===== config.mk =====
export PLATFORM = sky130hd
export DESIGN_NAME = gen_sec
export DESIGN_NICKNAME = d
export VERILOG_FILES = /design/src/rtl/sec_pkg.sv /design/src/rtl/reg_desp.sv /design/src/rtl/gen_sec.sv
export SDC_FILE = /design/constraint.sdc
export NUM_CORES = 1
export LEC_CHECK = 0
export CAP_MARGIN = 30
export CORE_MARGIN = 2
export CORE_UTILIZATION = 54
export DETAILED_ROUTE_END_ITERATION = 8
export GPL_ROUTABILITY_DRIVEN = 0
export PLACE_DENSITY = 0.79
export REMOVE_ABC_BUFFERS = 1
export SLEW_MARGIN = 5
export SYNTH_ARGS = -nofsm -noshare
export SYNTH_HDL_FRONTEND = slang
export SYNTH_HIERARCHICAL = 1
export SYNTH_SLANG_ARGS = --single-unit

===== constraint.sdc =====
create_clock -name clk -period 4.1 [get_ports clk]
set_input_delay 0.615 -clock clk [delete_from_list [all_inputs] [get_ports clk]]
set_output_delay 0.615 -clock clk [all_outputs]
set_load 0.02 [all_outputs]

===== src/rtl/sec_pkg.sv =====
// Shared encodings and default constants for the sec serial link (gen_sec transmitter, det_sec receiver).
// The PARIDAD encoding only exists when GS_PARIDAD_EN is defined.
package sec_pkg;

    localparam int DATA_W_DEF = 8;
    localparam int PAT_W_DEF  = 4;
    localparam logic [PAT_W_DEF-1:0] PATTERN_DEF = 4'b1101;

    localparam logic [2:0] ST_IDLE    = 3'd0;
    localparam logic [2:0] ST_PREAMB  = 3'd1;
    localparam logic [2:0] ST_DATOS   = 3'd2;
`ifdef GS_PARIDAD_EN
    localparam logic [2:0] ST_PARIDAD = 3'd3;
`endif
    localparam logic [2:0] ST_GUARDA  = 3'd4;

    typedef enum logic [2:0] {
        S_IDLE    = ST_IDLE,
        S_PREAMB  = ST_PREAMB,
        S_DATOS   = ST_DATOS,
`ifdef GS_PARIDAD_EN
        S_PARIDAD = ST_PARIDAD,
`endif
        S_GUARDA  = ST_GUARDA
    } estado_e;

    function automatic int max3(input int a, input int b, input int c);
        int m;
        m = (a > b) ? a : b;
        return (m > c) ? m : c;
    endfunction

endpackage


===== src/rtl/reg_desp.sv =====
// Parallel-load, left-shift register with serial MSB output.
// A load takes priority over a shift in the same cycle.
module reg_desp #(
    parameter int W = 8
) (
    input  logic         clk,
    input  logic         rst,
    input  logic         carga,
    input  logic         desp,
    input  logic [W-1:0] d,
    output logic         msb
);

    logic [W-1:0] q;

    always_ff @(posedge clk or negedge rst) begin
        if (!rst) begin
            q <= '0;
        end else if (carga) begin
            q <= d;
        end else if (desp) begin
            q <= {q[W-2:0], 1'b0};
        end
    end

    assign msb = q[W-1];

endmodule


===== src/rtl/gen_sec.sv =====
// Serial frame transmitter: preamble, MSB-first payload, optional even parity, idle guard bits.
// Optional parity bit is enabled with the GS_PARIDAD_EN macro.
module gen_sec
    import sec_pkg::*;
#(
    parameter int                 DATA_W  = DATA_W_DEF,
    parameter int                 PAT_W   = PAT_W_DEF,
    parameter logic [PAT_W-1:0]   PATTERN = PATTERN_DEF,
    parameter int                 GUARD   = 2
) (
    input  logic              clk,
    input  logic              rst,
    input  logic [DATA_W-1:0] dato_in,
    input  logic              cargar,
    output logic              listo,
    output logic              s_out,
    output logic              activo,
    output logic              fin,
    output logic [2:0]        estado
);

    localparam int CNT_MAX = max3(PAT_W, DATA_W, GUARD);
    localparam int CNT_W   = (CNT_MAX > 1) ? $clog2(CNT_MAX) : 1;
    localparam int PIDX_W  = (PAT_W > 1) ? $clog2(PAT_W) : 1;

    // Handshake: a word is accepted on a rising edge where cargar=1 and listo=1;
    // cargar while listo=0 is dropped, and dato_in is only sampled on that edge.

    estado_e            state_q, state_d;
    logic [CNT_W-1:0]   cnt_q, cnt_d;
    logic               s_out_d, fin_d;
    logic               carga, desp, sh_msb;

`ifdef GS_PARIDAD_EN
    logic par_q;

    always_ff @(posedge clk or negedge rst) begin
        if (!rst) begin
            par_q <= 1'b0;
        end else if (carga) begin
            par_q <= ^dato_in;
        end
    end
`endif

    reg_desp #(.W(DATA_W)) u_desp (
        .clk   (clk),
        .rst   (rst),
        .carga (carga),
        .desp  (desp),
        .d     (dato_in),
        .msb   (sh_msb)
    );

    always_comb begin
        state_d = state_q;
        cnt_d   = cnt_q;
        carga   = 1'b0;
        fin_d   = 1'b0;
        unique case (state_q)
            S_IDLE: begin
                if (cargar && listo) begin
                    state_d = S_PREAMB;
                    cnt_d   = CNT_W'(PAT_W - 1);
                    carga   = 1'b1;
                end
            end
            S_PREAMB: begin
                if (cnt_q == '0) begin
                    state_d = S_DATOS;
                    cnt_d   = CNT_W'(DATA_W - 1);
                end else begin
                    cnt_d = cnt_q - 1'b1;
                end
            end
            S_DATOS: begin
                if (cnt_q == '0) begin
`ifdef GS_PARIDAD_EN
                    state_d = S_PARIDAD;
                    cnt_d   = '0;
`else
                    state_d = S_GUARDA;
                    cnt_d   = CNT_W'(GUARD - 1);
`endif
                end else begin
                    cnt_d = cnt_q - 1'b1;
                end
            end
`ifdef GS_PARIDAD_EN
            S_PARIDAD: begin
                state_d = S_GUARDA;
                cnt_d   = CNT_W'(GUARD - 1);
            end
`endif
            S_GUARDA: begin
                if (cnt_q == '0) begin
                    state_d = S_IDLE;
                    fin_d   = 1'b1;
                end else begin
                    cnt_d = cnt_q - 1'b1;
                end
            end
            default: begin
                state_d = S_IDLE;
                cnt_d   = '0;
            end
        endcase

        // The shift register consumes each payload bit on the same edge that registers it onto s_out.
        desp    = (state_d == S_DATOS);
        s_out_d = 1'b0;
        case (state_d)
            S_PREAMB:  s_out_d = PATTERN[PIDX_W'(cnt_d)];
            S_DATOS:   s_out_d = sh_msb;
`ifdef GS_PARIDAD_EN
            S_PARIDAD: s_out_d = par_q;
`endif
            default:   s_out_d = 1'b0;
        endcase
    end

    always_ff @(posedge clk or negedge rst) begin
        if (!rst) begin
            state_q <= S_IDLE;
            cnt_q   <= '0;
            s_out   <= 1'b0;
            listo   <= 1'b1;
            activo  <= 1'b0;
            fin     <= 1'b0;
        end else begin
            state_q <= state_d;
            cnt_q   <= cnt_d;
            s_out   <= s_out_d;
            listo   <= (state_d == S_IDLE);
            activo  <= (state_d != S_IDLE);
            fin     <= fin_d;
        end
    end

    assign estado = state_q;

endmodule


==> impl_metrics.sql <==
INSERT INTO impl_metrics (metric_group, metric, value, unit) VALUES
('run_status', 'outcome', 'completed', ''),
('critical_path', 'arrival_time_of_the_worst_setup_path', '2.51', 'ns'),
('route', 'routed_wirelength', '1780', 'µm'),
('critical_path', 'crit_chain', 'inv_1 -> ha_1 -> nor2b_4 -> nand3b_1 -> a21oi_1 -> mux2i_1 -> o21ai_1', ''),
('critical_path', 'path_buf_inv', '1', ''),
('clocking', 'ctsResizeCount', '0', ''),
('critical_path', 'critPathMaxFanout', '8', ''),
('grt', 'via_count_of_the_first_global_routing_pass', '680', ''),
('die', 'floorplan.core_area', '0.00173', 'mm²'),
('clocking', 'clk_transition_reported_paths', '0.10', 'ns'),
('logic_synthesis', 'yosys-top-cells-area', 'sky130_fd_sc_hd__dfrtp_1, sky130_fd_sc_hd__mux2i_1, sky130_fd_sc_hd__buf_6', ''),
('timing', 'hold_ws', '0.538', 'ns'),
('clocking', 'cts_buffer_depth', '2', ''),
('die', 'fp-row-count', '15', ''),
('grt', 'grt_max_degree', '19', ''),
('die', 'chipWidth', '46.9', 'µm'),
('critical_path', 'crit_path_end_kind', 'register', ''),
('route', 'dr_total_vias', '747', ''),
('pwr', 'power.static_leakage', '0.478', 'nW'),
('logic_synthesis', 'postSynth.asyncResetShare', '100', '%'),
('logic_synthesis', 'number_of_instances_in_the_synthesized_netlist', '97', ''),
('die', 'initial_utilization', '57.6', '%'),
('placed_design', 'place.detailed.instances', '133', ''),
('critical_path', 'critPathSlowestCell', 'sky130_fd_sc_hd__a21oi_1', ''),
('timing', 'relSlewSlack', '39.0', '%'),
('finish', 'fin_nets', '127', ''),
('logic_synthesis', 'yosys_most_used_dff', 'sky130_fd_sc_hd__dfrtp_1', ''),
('timing', 'final_hold_viol_count', '0', ''),
('placed_design', 'hpwlAfterDp', '1320', 'µm'),
('critical_path', 'cpPeakStageDelay', '0.75', 'ns'),
('route', 'remaining_drc_errors', '0', ''),
('logic_synthesis', 'number_of_enable_flip_flop_cells_after_synthesis', '0', ''),
('clocking', 'tritoncts', 'built', ''),
('die', 'die_height', '46.9', 'µm'),
('route', 'first_iter_violations', '8', ''),
('route', 'vias_per_cell', '5.45', ''),
('clocking', 'clockRootBuffer', 'sky130_fd_sc_hd__clkbuf_4', ''),
('critical_path', 'setup.worst_path.start_class', 'register', ''),
('clocking', 'cts_post_setup_buffers_inserted', '0', ''),
('finish', 'layoutNonFillerInstCount', '137', ''),
('timing', 'timing_max_transition_violations_final', '0', ''),
('clocking', 'numCtsBuffers', '3', ''),
('logic_synthesis', 'ys.warnings.count', '6', ''),
('logic_synthesis', 'number_of_flip_flops_and_latches_in_the_synthesized_netlist', '18', ''),
('critical_path', 'r2r_setup_slack', '1.74', 'ns'),
('logic_synthesis', 'yosysTopAreaCell', 'sky130_fd_sc_hd__dfrtp_1', ''),
('timing', 'finalCriticalPeriod', '2.36', 'ns'),
('route', 'drt.antenna.violating_nets', '0', ''),
('pwr', 'powerDensity', '793', 'mW/mm²'),
('timing', 'min_period_over_period', '57.7', '%'),
('die', 'total_die_area', '0.00220', 'mm²'),
('grt', 'overflow', '0', ''),
('clocking', 'clock_latency_on_the_worst_skew_pair', '0.29', 'ns'),
('grt', 'antenna_found_initial', '0', ''),
('timing', 'clock.fmax', '423', 'MHz'),
('logic_synthesis', 'synth_area', '995', 'µm²'),
('grt', 'grt.total_usage', '19.2', '%'),
('critical_path', 'worst_path_dominant_cell_family', 'compound AO/OA/AOI/OAI gates', ''),
('clocking', 'h_tree_level_count', '1', ''),
('timing', 'fin_tns_setup', '0', 'ns'),
('finish', 'layout.filler_cells', '158', ''),
('timing', 'setup_slack', '1.74', 'ns'),
('critical_path', 'timing.setup.critical_path_class', 'reg2reg', ''),
('clocking', 'numClockSinks', '18', ''),
('logic_synthesis', 'synth.top_cell.area_share', '42.8', '%'),
('die', 'ios', '18', ''),
('timing', 'worst_clock_skew', '0.00101', 'ns'),
('route', 'route.detailed.wl_per_inst', '13.0', 'µm'),
('finish', 'antenna_cells_inserted', '0', ''),
('flow_run', 'max_cap_viol_count', '0', ''),
('logic_synthesis', 'synth.lib_cells_used.distinct', '34', '');
==> worst register-to-register path, delay by kind of cell, from the launching register on <==
kind            cells  cell delay (ns)
compound gates      2             0.83
flops               1             0.41
simple gates        2             0.39
mux                 1             0.29
fa+ha+maj           1             0.20
buf+inv             1             0.10
==> cells by family (layout without fill, tap and decap cells) <==
group	count (synthesis)	in the layout	synth area share [%]
AO/OA/AOI/OAI	26	26	17.5
adder cells (fa/ha/maj)	3	3	3.77
buffers and inverters	10	25	7.29
flip-flops	18	18	45.4
multiplexers	8	8	8.05
AND/OR/NAND/NOR	32	32	18.0
==> layout make-up <==
class	count	area, µm²	share of cell area [%]
sequential	18	452	38.4
multi-input combinational	69	470	40.0
tap	25	31.3	2.66
inverter	4	15.0	1.28
timing repair buffer	17	170	14.5
clock buffer	4	36.3	3.09
==> final timing paths <==
| check | cells after the start | from | end |
|---|---|---|---|
| max | 7 | cnt_q[0] | u_desp/q[7] |
| min | 1 | u_desp/q[7] | s_out |
| max reg2reg | 7 | cnt_q[0] | u_desp/q[7] |
| min reg2reg | 1 | u_desp/q[7] | s_out |
| max in group asynchronous | 1 | rst | u_desp/q[1] |
| min in group asynchronous | 1 | rst | activo |
==> registers in the layout, summed over array words and instances (netlist names) <==
name      cells
estado        3
listo         1
s_out         1
cnt_q         3
fin           1
activo        1
u_desp/q      8
==> through the flow <==
step	utilization, %	power [mW]	instance area [µm²]
after floorplan	-	0.684	937
after global placement	65.9	0.805	1140
after detailed placement	65.9	0.829	1140
after CTS	68.0	0.943	1170
after global routing	68.0	1.01	1170
final	68.0	0.931	1170
==> synthesized netlist by cell type, drive strengths merged, types with 2 or more instances <==
master	number
a21oi	5
a22o	2
a31oi	2
buf	6
dfrtp	17
ha	3
inv	4
mux2i	8
nand2	11
nand2b	2
nand3b	2
nor2	7
nor3	3
o21a	2
o21ai	11
or2	2
==> report_power, final <==
part / switching [mW] / total, mW / internal (mW)
Combinational: 0.254 / 0.487 / 0.233
Sequential: 0.0766 / 0.339 / 0.262
Clock: 0.0514 / 0.105 / 0.0541
==> layout by cell type (no fill, tap or decap), drive strengths merged, types with 2 or more instances in the layout <==
master / n
mux2i: 8
nor2: 7
ha: 3
a31oi: 2
nand3b: 2
a21oi: 5
clkdlybuf4s50: 17
o21a: 2
dfrtp: 17
nor3: 3
nand2: 11
nand2b: 2
inv: 4
or2: 2
clkbuf: 4
a22o: 2
o21ai: 11
==> routing by layer <==
layer	share of wire (%)	track usage, %	vias to the layer above	routed length (µm)
met2	51	32.6	16	912
met5	0	0	-	0
met3	2.9	3.85	4	51
met1	45	22.6	355	794
li1	-	-	372	-
met4	1.5	11.1	0	26
Power figures use the tool's default switching activity.
